==> src/rtl/led_mode_scheduler_pkg.sv <==
// Shared definitions for the LED mode scheduler: mode encoding, rate indices
// and the mode-advance rule.
package led_mode_scheduler_pkg;

    typedef enum logic [1:0] {
        MODE_OFF    = 2'd0,
        MODE_RATES  = 2'd1,
        MODE_CHASE  = 2'd2,
        MODE_ALL_ON = 2'd3
    } mode_t;

    // Index of each rate square wave within i_Rate
    localparam int RATE_10HZ = 0;
    localparam int RATE_5HZ  = 1;
    localparam int RATE_2HZ  = 2;
    localparam int RATE_1HZ  = 3;

    // Mode sequence followed on each mode button press
    function automatic mode_t next_mode(input mode_t cur);
        mode_t nxt;
        case (cur)
            MODE_RATES:  nxt = MODE_CHASE;
            MODE_CHASE:  nxt = MODE_ALL_ON;
            MODE_ALL_ON: nxt = MODE_OFF;
            default:     nxt = MODE_RATES;
        endcase
        return nxt;
    endfunction

endpackage

==> src/rtl/led_mode_scheduler_switch_debounce.sv <==
// Push-button conditioner: two-flop synchronizer, stability-count debouncer and
// a one-cycle pulse on each accepted press (0->1 of the debounced level).
module led_mode_scheduler_switch_debounce #(
    parameter int g_DEBOUNCE_LIMIT = 250000
) (
    input  logic i_Clk,
    input  logic i_Reset,
    input  logic i_Switch,
    output logic o_Press
);

    localparam int CW = (g_DEBOUNCE_LIMIT > 2) ? $clog2(g_DEBOUNCE_LIMIT) : 1;

    logic          sync1_q, sync2_q;
    logic          stable_q, stable_d;
    logic          press_q, press_d;
    logic [CW-1:0] count_q, count_d;

    // A level must differ from the accepted level for g_DEBOUNCE_LIMIT clocks
    // before it is taken; any agreement restarts the count.
    always_comb begin
        stable_d = stable_q;
        count_d  = '0;
        press_d  = 1'b0;
        if (sync2_q != stable_q) begin
            if (count_q == CW'(g_DEBOUNCE_LIMIT - 1)) begin
                stable_d = sync2_q;
                press_d  = sync2_q;
            end else begin
                count_d = count_q + 1'b1;
            end
        end
    end

    // Synchronizer, debounce state and press pulse registers
    always_ff @(posedge i_Clk or posedge i_Reset) begin
        if (i_Reset) begin
            sync1_q  <= 1'b0;
            sync2_q  <= 1'b0;
            stable_q <= 1'b0;
            count_q  <= '0;
            press_q  <= 1'b0;
        end else begin
            sync1_q  <= i_Switch;
            sync2_q  <= sync1_q;
            stable_q <= stable_d;
            count_q  <= count_d;
            press_q  <= press_d;
        end
    end

    assign o_Press = press_q;

endmodule

==> src/rtl/led_mode_scheduler.sv <==
// Routes the blink generator's rate waves to the four LEDs according to a
// button-driven mode: direct rates, a rate-clocked chase, all on, or all off.
module led_mode_scheduler
    import led_mode_scheduler_pkg::*;
#(
    parameter int g_DEBOUNCE_LIMIT = 250000,
    parameter int g_CHASE_SEL_RST  = RATE_1HZ
) (
    input  logic       i_Clk,
    input  logic       i_Reset,
    input  logic [3:0] i_Rate,
    input  logic       i_Mode_Switch,
    input  logic       i_Sel_Switch,
    output logic       o_LED_1,
    output logic       o_LED_2,
    output logic       o_LED_3,
    output logic       o_LED_4,
    output logic [1:0] o_Mode,
    output logic [1:0] o_Chase_Sel
);

    mode_t       mode_q, mode_d;
    logic [1:0]  sel_q, sel_d;
    logic [1:0]  pos_q, pos_d;
    logic [3:0]  rate_q, rate_dly_q;
    logic [3:0]  led_q, led_d;
    logic        mode_press, sel_press, chase_tick;

    led_mode_scheduler_switch_debounce #(
        .g_DEBOUNCE_LIMIT(g_DEBOUNCE_LIMIT)
    ) u_mode_db (
        .i_Clk    (i_Clk),
        .i_Reset  (i_Reset),
        .i_Switch (i_Mode_Switch),
        .o_Press  (mode_press)
    );

    led_mode_scheduler_switch_debounce #(
        .g_DEBOUNCE_LIMIT(g_DEBOUNCE_LIMIT)
    ) u_sel_db (
        .i_Clk    (i_Clk),
        .i_Reset  (i_Reset),
        .i_Switch (i_Sel_Switch),
        .o_Press  (sel_press)
    );

    // Mode state register
    always_ff @(posedge i_Clk or posedge i_Reset) begin
        if (i_Reset) begin
            mode_q <= MODE_RATES;
        end else begin
            mode_q <= mode_d;
        end
    end

    // Next mode: advance once per debounced mode press
    always_comb begin
        mode_d = mode_q;
        if (mode_press) begin
            mode_d = next_mode(mode_q);
        end
    end

    // Select counter and chase position; the tick samples the current select,
    // and a mode press suppresses the tick and zeroes the position on entry.
    always_comb begin
        chase_tick = rate_q[sel_q] & ~rate_dly_q[sel_q];
        sel_d      = sel_press ? sel_q + 2'd1 : sel_q;
        pos_d      = pos_q;
        if (mode_press) begin
            if (mode_d == MODE_CHASE) begin
                pos_d = 2'd0;
            end
        end else if (mode_q == MODE_CHASE && chase_tick) begin
            pos_d = pos_q + 2'd1;
        end
    end

    // LED pattern for the mode in force next cycle, so a mode change shows at once
    always_comb begin
        led_d = 4'b0000;
        case (mode_d)
            MODE_RATES:  led_d = rate_q;
            MODE_CHASE:  led_d = 4'b0001 << pos_d;
            MODE_ALL_ON: led_d = 4'b1111;
            default:     led_d = 4'b0000;
        endcase
    end

    // Rate history, select, chase position and LED output registers
    always_ff @(posedge i_Clk or posedge i_Reset) begin
        if (i_Reset) begin
            rate_q     <= 4'b0000;
            rate_dly_q <= 4'b0000;
            sel_q      <= 2'(g_CHASE_SEL_RST);
            pos_q      <= 2'd0;
            led_q      <= 4'b0000;
        end else begin
            rate_q     <= i_Rate;
            rate_dly_q <= rate_q;
            sel_q      <= sel_d;
            pos_q      <= pos_d;
            led_q      <= led_d;
        end
    end

    assign o_LED_1     = led_q[0];
    assign o_LED_2     = led_q[1];
    assign o_LED_3     = led_q[2];
    assign o_LED_4     = led_q[3];
    assign o_Mode      = mode_q;
    assign o_Chase_Sel = sel_q;

endmodule

==> config.mk <==
export PLATFORM = sky130hd
export DESIGN_NAME = led_mode_scheduler
export DESIGN_NICKNAME = d
export VERILOG_FILES = /design/src/rtl/led_mode_scheduler_pkg.sv /design/src/rtl/led_mode_scheduler_switch_debounce.sv /design/src/rtl/led_mode_scheduler.sv
export SDC_FILE = /design/constraint.sdc
export NUM_CORES = 1
export LEC_CHECK = 0
export ABC_AREA = 1
export CAP_MARGIN = 20
export CORE_MARGIN = 4
export CORE_UTILIZATION = 62
export CTS_CLUSTER_DIAMETER = 80
export CTS_CLUSTER_SIZE = 20
export DETAILED_ROUTE_END_ITERATION = 8
export MAX_ROUTING_LAYER = met4
export PLACE_DENSITY_LB_ADDON = 0.08
export SYNTH_ARGS = -nofsm -noshare
export SYNTH_HDL_FRONTEND = slang
export SYNTH_SLANG_ARGS = --single-unit
==> constraint.sdc <==
create_clock -name i_Clk -period 4.68 [get_ports i_Clk]
set_clock_uncertainty 0.05 [all_clocks]
set_input_delay 0.702 -clock i_Clk [delete_from_list [all_inputs] [get_ports i_Clk]]
set_output_delay 0.702 -clock i_Clk [all_outputs]
set_load 0.01 [all_outputs]
==> reports/qor.yml, run 1 <==
place.gp.congestion: 0.899
maxCapViolations: 0
critPathArrivalTime_ps: 1450
ys_async_sr_fraction: 1.00
avgViaCountPerCell: 5.23
hold_path.class: "reg -> reg"
synth_area_leader_cell: "dfrtp_1"
vias: 2407
grt_max_degree: 63
p_int_w: 0.000855
insertion_delay_ps: 330
cts_setup_buffers: 0
report.final.slew_viol_count: 0
cts-root-buf: "clkbuf_8"
muxShareOfSynthArea: 0
grt_overflow: 0
r2r_end: "led_q[3]"
period_share: 0.471
worst_pin_slew_ps: 748
fin_setup_tns_ps: 0
synth_area_leaders: "dfrtp_1 (48%), nor2_1 (7.6%), nand2_1 (7.5%)"
cts.clk_slew.worst_paths_ps: 70
p_sw_w: 0.000236
synth_top_area_frac: 0.484
worstHoldEndpoint: "u_sel_db.sync2_q"
syn2layout_area_growth_pct: 14.8
dieWidth_um: 78.1
synth_xor_area_frac: 0.0603
drt_pass1_iterations: 4
cts_tree: "yes"
grt.total_usage: 0.227
synth_fa_ha_area_frac: 0.0123
synth_compound_area_frac: 0.0328
grtUsageMet1: 0.269
ys_seq_area_frac: 0.510
crit_buf_inv: 1
port_buffers: 15
cts_sinks: 62
synthDistinctLibCells: 30
p_clk_frac: 0.465
clock_path_buffers: 2
synth_top_family_by_area: "simple AND/OR/NAND/NOR gates"
grt_use_met3: 0.0596
fin_util: 0.737
routed_wl_um: 5860
grt.busiest_layer: "met2"
rows: 25
rr_startpoint: "o_Mode[0]"
hold_depth: 0
crit_path_end_kind: "output pin"
avgRoutedWirePerCell_um: 12.7
timing.critical_path.required_ps: 3930
num_antenna_cells: 0
pwr-share-seq: 0.505
finalHoldViolations: 0
drc_errors: 0
fin_area_um2: 3500
drive_gt1_frac: 0.0967
regToRegSetupSlack_ps: 2920
fmax_mhz: 454
powerDensity_nw_per_um2: 312
dp_hpwl_um: 4200
layout.nets: 399
finalPower_w: 0.00109
grtUsageMet2: 0.365
p_leak_nw: 1.57
cts_buffers: 9
crit_slowest_cell: "dfstp_2"
cp_slowest_stage_delay_ps: 580
placed_cell_area_um2: 3290
synth.top_cells.by_count: "nor2_1 (62), nand2_1 (61), dfrtp_1 (59), inv_1 (50), nand3_1 (30)"
combPwrFrac: 0.030
worstPathCellList: "clkdlybuf4s50_1"
synth-main-ff-cell: "dfrtp_1"
first_iter_violations: 154
synth_edf_count: 0
ios: 16
switching_share: 0.216
vdd_drop_max_uv: 226
die_h_um: 78.1
core_um2: 4750
cp_top_family: "flip-flops"
synth_area_um2: 3050
dieArea_um2: 6110
status: "completed"
holdBufCountCts: 0
hold_ws_ps: 304
min-delay-start: "u_sel_db.sync1_q"
ant_nets: 0
ys_warn_count: 0
synth_nets: 373
initial_core_util: 0.642
worstPathMaxFanout: 6
first_global_vias: 2398
yosys_register_bits: 62
synth-simple-area-share: 0.320
cts_resized: 0
netlist_instances: 362
startpoint_type: "flip-flop"
fin_crit_ps: 2200
antenna_found_initial: 0
reg2reg_depth: 6
grt_pass1_wl_um: 10400
syn_avg_cell_area_um2: 8.43
path_class: "reg -> out"
htree_levels: 3
rsz0062_at_grt: "no"
maxSlewHeadroom: 0.502
synthMostInstantiatedCell: "nor2_1"
setup_viol: 0
==> routing by layer <==
| layer | vias up | share of wire |
|---|---|---|
| met5 | - | 0 |
| met4 | 0 | 0.022 |
| met3 | 15 | 0.037 |
| met2 | 57 | 0.49 |
| met1 | 1118 | 0.45 |
| li1 | 1217 | - |
==> logic make-up after synthesis <==
kind of cell,after synthesis
simple gates,207
fa+ha+maj,3
xor+xnor,21
buf+inv,53
flops,62
compound gates,16
==> sequential cells by signal (all words and copies together), names as in the netlist <==
| name | cells |
|---|---|
| led_q | 4 |
| o_Chase_Sel | 2 |
| o_Mode | 2 |
| pos_q | 2 |
| rate_dly_q | 4 |
| rate_q | 4 |
| u_mode_db.count_q | 18 |
| u_mode_db.o_Press | 1 |
| u_mode_db.stable_q | 1 |
| u_mode_db.sync1_q | 1 |
| u_mode_db.sync2_q | 1 |
| u_sel_db.count_q | 18 |
| u_sel_db.o_Press | 1 |
| u_sel_db.stable_q | 1 |
| u_sel_db.sync1_q | 1 |
| u_sel_db.sync2_q | 1 |
==> worst max-delay path by stage <==
stage                   startpoint                     to  slack [ps]  depth (start not counted)
CTS                 o_Chase_Sel[0]         o_Chase_Sel[0]        2460                          1
global placement    o_Chase_Sel[0]         o_Chase_Sel[0]        2830                          1
global route        o_Chase_Sel[0]         o_Chase_Sel[0]        2410                          1
floorplan                  i_Reset               led_q[0]        2390                          1
detailed placement         i_Reset  u_mode_db.count_q[14]        2820                          3
finish              o_Chase_Sel[0]         o_Chase_Sel[0]        2480                          1
==> area by class of cell <==
| type | count | area, um^2 |
|---|---|---|
| Inverter | 52 | 195 |
| Clock inverter | 6 | 86.3 |
| Timing Repair Buffer | 16 | 158 |
| Sequential cell | 62 | 1560 |
| Clock buffer | 10 | 128 |
| Multi-Input combinational cell | 247 | 1300 |
| Tap cell | 67 | 83.8 |
| Fill cell | 366 | 1250 |
==> per-stage QoR <==
stage,worst slack (ps),cells
2_1_floorplan,2390,362
3_3_place_gp,2830,444
3_5_place_dp,2820,444
4_1_cts,2460,460
5_1_grt,2410,460
6_report,2480,460
==> power by group through the flow <==
stage	logic, W	registers [W]	clock network (W)
final	0.0000328	0.000551	0.000507
after global routing	0.0000377	0.000552	0.000543
after CTS	0.0000340	0.000551	0.000517
after detailed placement	0.0000340	0.000561	0
after global placement	0.0000332	0.000561	0
after floorplan	0.0000208	0.000560	0
==> layout by cell type (no fill, tap or decap) <==
master and n:
a21oi_1 6, a31o_2 2, buf_4 1, bufinv_16 2, clkbuf_1 1, clkbuf_8 9
clkdlybuf4s50_1 15, clkinv_2 2, clkinv_4 1, clkinvlp_4 1, dfrtp_1 59, dfstp_2 3
ha_1 3, inv_1 49, inv_2 3, nand2_1 61, nand2_2 2, nand2_4 1
nand3_1 30, nand3_2 2, nand3b_1 3, nand4_1 12, nor2_1 62, nor2_2 2
nor2_4 4, nor3_1 18, nor3_4 1, nor3b_1 1, nor4_1 5, o21a_1 1
o21ai_0 3, o21bai_1 3, o31ai_1 1, or2_0 1, or2_2 2, xnor2_1 1
xor2_1 20
No activity file was read; power rests on OpenSTA's default activity.
==> run 2: changes to the inputs <==
Settings changed: CORE_UTILIZATION 62 to 59.
Clock period 4.68 ns to 2.3 ns, I/O delays scaled along.
==> reports/qor.yml, run 2 (synthesis gave the netlist of run 1 again) <==
drive_gt1_frac: 0.0992
cts_resized: 0
dp_slack_ps: 573
cp_slowest_stage_delay_ps: 590
fin_crit_ps: 1880
dieArea_um2: 6380
final_common_cell: "nor2_1"
fin_area_um2: 3510
die_h_um: 79.9
dr.max_layer_used: "met4"
cts-root-buf: "clkbuf_8"
hold_path.class: "in -> async"
clock_path_buffers: 2
switching_share: 0.221
initial_core_util: 0.625
reg2reg_depth: 8
maxSlewHeadroom: 0.688
fin_setup_tns_ps: 0
drc_errors: 0
avgRoutedWirePerCell_um: 12.7
met3RoutedLength_um: 244
cp_top_family: "flip-flops"
crit_path_end_kind: "output pin"
report.final.slew_viol_count: 0
dr_wl_met2_um: 2890
grt_overflow: 0
cts.clk_slew.worst_paths_ps: 70
worstPathCellList: "clkdlybuf4s50_1"
final_cell_mix: "nor2_1 (62), nand2_1 (61), dfrtp_1 (59)"
insertion_delay_ps: 340
startpoint_type: "flip-flop"
startpoint: "o_Chase_Sel[0]"
critPathArrivalTime_ps: 1480
cp.depth: 1
fmax_mhz: 533
vdd_drop_max_uv: 488
regToRegSetupSlack_ps: 590
core_um2: 4880
num_antenna_cells: 0
p_leak_nw: 1.57
period_share: 0.816
rr_startpoint: "u_sel_db.count_q[0]"
htree_levels: 3
holdBufCountCts: 0
syn2layout_area_growth_pct: 15.1
maxCapViolations: 0
worst_pin_slew_ps: 466
avgViaCountPerCell: 5.23
cts_buffers: 9
drt_pass1_iterations: 4
p_sw_w: 0.000481
p_clk_frac: 0.452
dieWidth_um: 79.9
ios: 16
top_regs: "u_mode_db.count_q (18), u_sel_db.count_q (18)"
setup_viol: 0
antenna_found_initial: 0
path_class: "reg -> out"
status: "completed"
worstPathMaxFanout: 6
crit_slowest_cell: "dfstp_2"
combPwrFrac: 0.031
crit_path_end: "o_Chase_Sel[0]"
first_iter_violations: 145
placed_cell_area_um2: 3300
p_int_w: 0.00169
r2r_end: "u_sel_db.count_q[13]"
grt_pass1_wl_um: 10200
layout.nets: 399
routed_wl_um: 5830
grt.total_usage: 0.212
crit_buf_inv: 1
finalHoldViolations: 0
pwr-share-seq: 0.517
dp_hpwl_um: 4360
wl_met1_um: 2610
timing.critical_path.required_ps: 1900
place.gp.congestion: 0.930
cts_setup_buffers: 0
cts_sinks: 62
vias: 2406
port_buffers: 15
setup_ws_ps: 423
cts_tree: "yes"
powerDensity_nw_per_um2: 619
rsz0062_at_grt: "no"
grt_max_degree: 48
ant_nets: 0
rows: 25
first_global_vias: 2296
==> run 2: cell types whose count changed in the layout (fill, tap and decap cells not counted) <==
| cell | previous run | this run |
|---|---|---|
| clkinv_4 | 1 | 0 |
| clkbuf_8 | 9 | 11 |
| bufinv_16 | 2 | 1 |
| clkbuf_1 | 1 | 0 |
| clkinv_2 | 2 | 1 |
| buf_12 | 0 | 1 |
| clkinvlp_4 | 1 | 3 |
| buf_4 | 1 | 0 |
==> run 2: how the worst min path moves through the flow <==
stage                            from                 to  depth (start not counted)
floorplan           u_mode_db.sync1_q  u_mode_db.sync2_q                          0
global placement     u_sel_db.sync1_q   u_sel_db.sync2_q                          0
detailed placement   u_sel_db.sync1_q   u_sel_db.sync2_q                          0
CTS                           i_Reset   u_sel_db.sync1_q                          2
global route                  i_Reset   u_sel_db.sync1_q                          2
finish                        i_Reset   u_sel_db.sync1_q                          2
==> run 2: metal layers <==
layer  track usage  vias up
li1              -     1218
met1         0.258     1132
met2         0.339       47
met3        0.0485        9
met4        0.0929        0
met5             -        -
==> run 2: layout make-up <==
type | count | area (um^2)
Multi-Input combinational cell | 247 | 1300
Tap cell | 67 | 83.8
Clock inverter | 5 | 57.6
Inverter | 52 | 195
Fill cell | 408 | 1370
Timing Repair Buffer | 16 | 170
Sequential cell | 62 | 1560
Clock buffer | 11 | 151
==> run 2: power by group through the flow <==
stage	Sequential [W]	Clock, W	Combinational (W)
finish	0.00112	0.000981	0.0000681
global route	0.00112	0.00106	0.0000786
CTS	0.00112	0.00100	0.0000710
detailed placement	0.00114	0	0.0000708
global placement	0.00114	0	0.0000697
floorplan	0.00114	0	0.0000423
==> run 2: stage by stage <==
stage               std cells  total power, W   util  hold WS (ps)
finish                    460         0.00217  0.719           235
global placement          444         0.00121  0.676           286
detailed placement        444         0.00121  0.676           286
floorplan                 362         0.00118      -           281
CTS                       460         0.00220  0.719           231
global route              460         0.00226  0.719           246
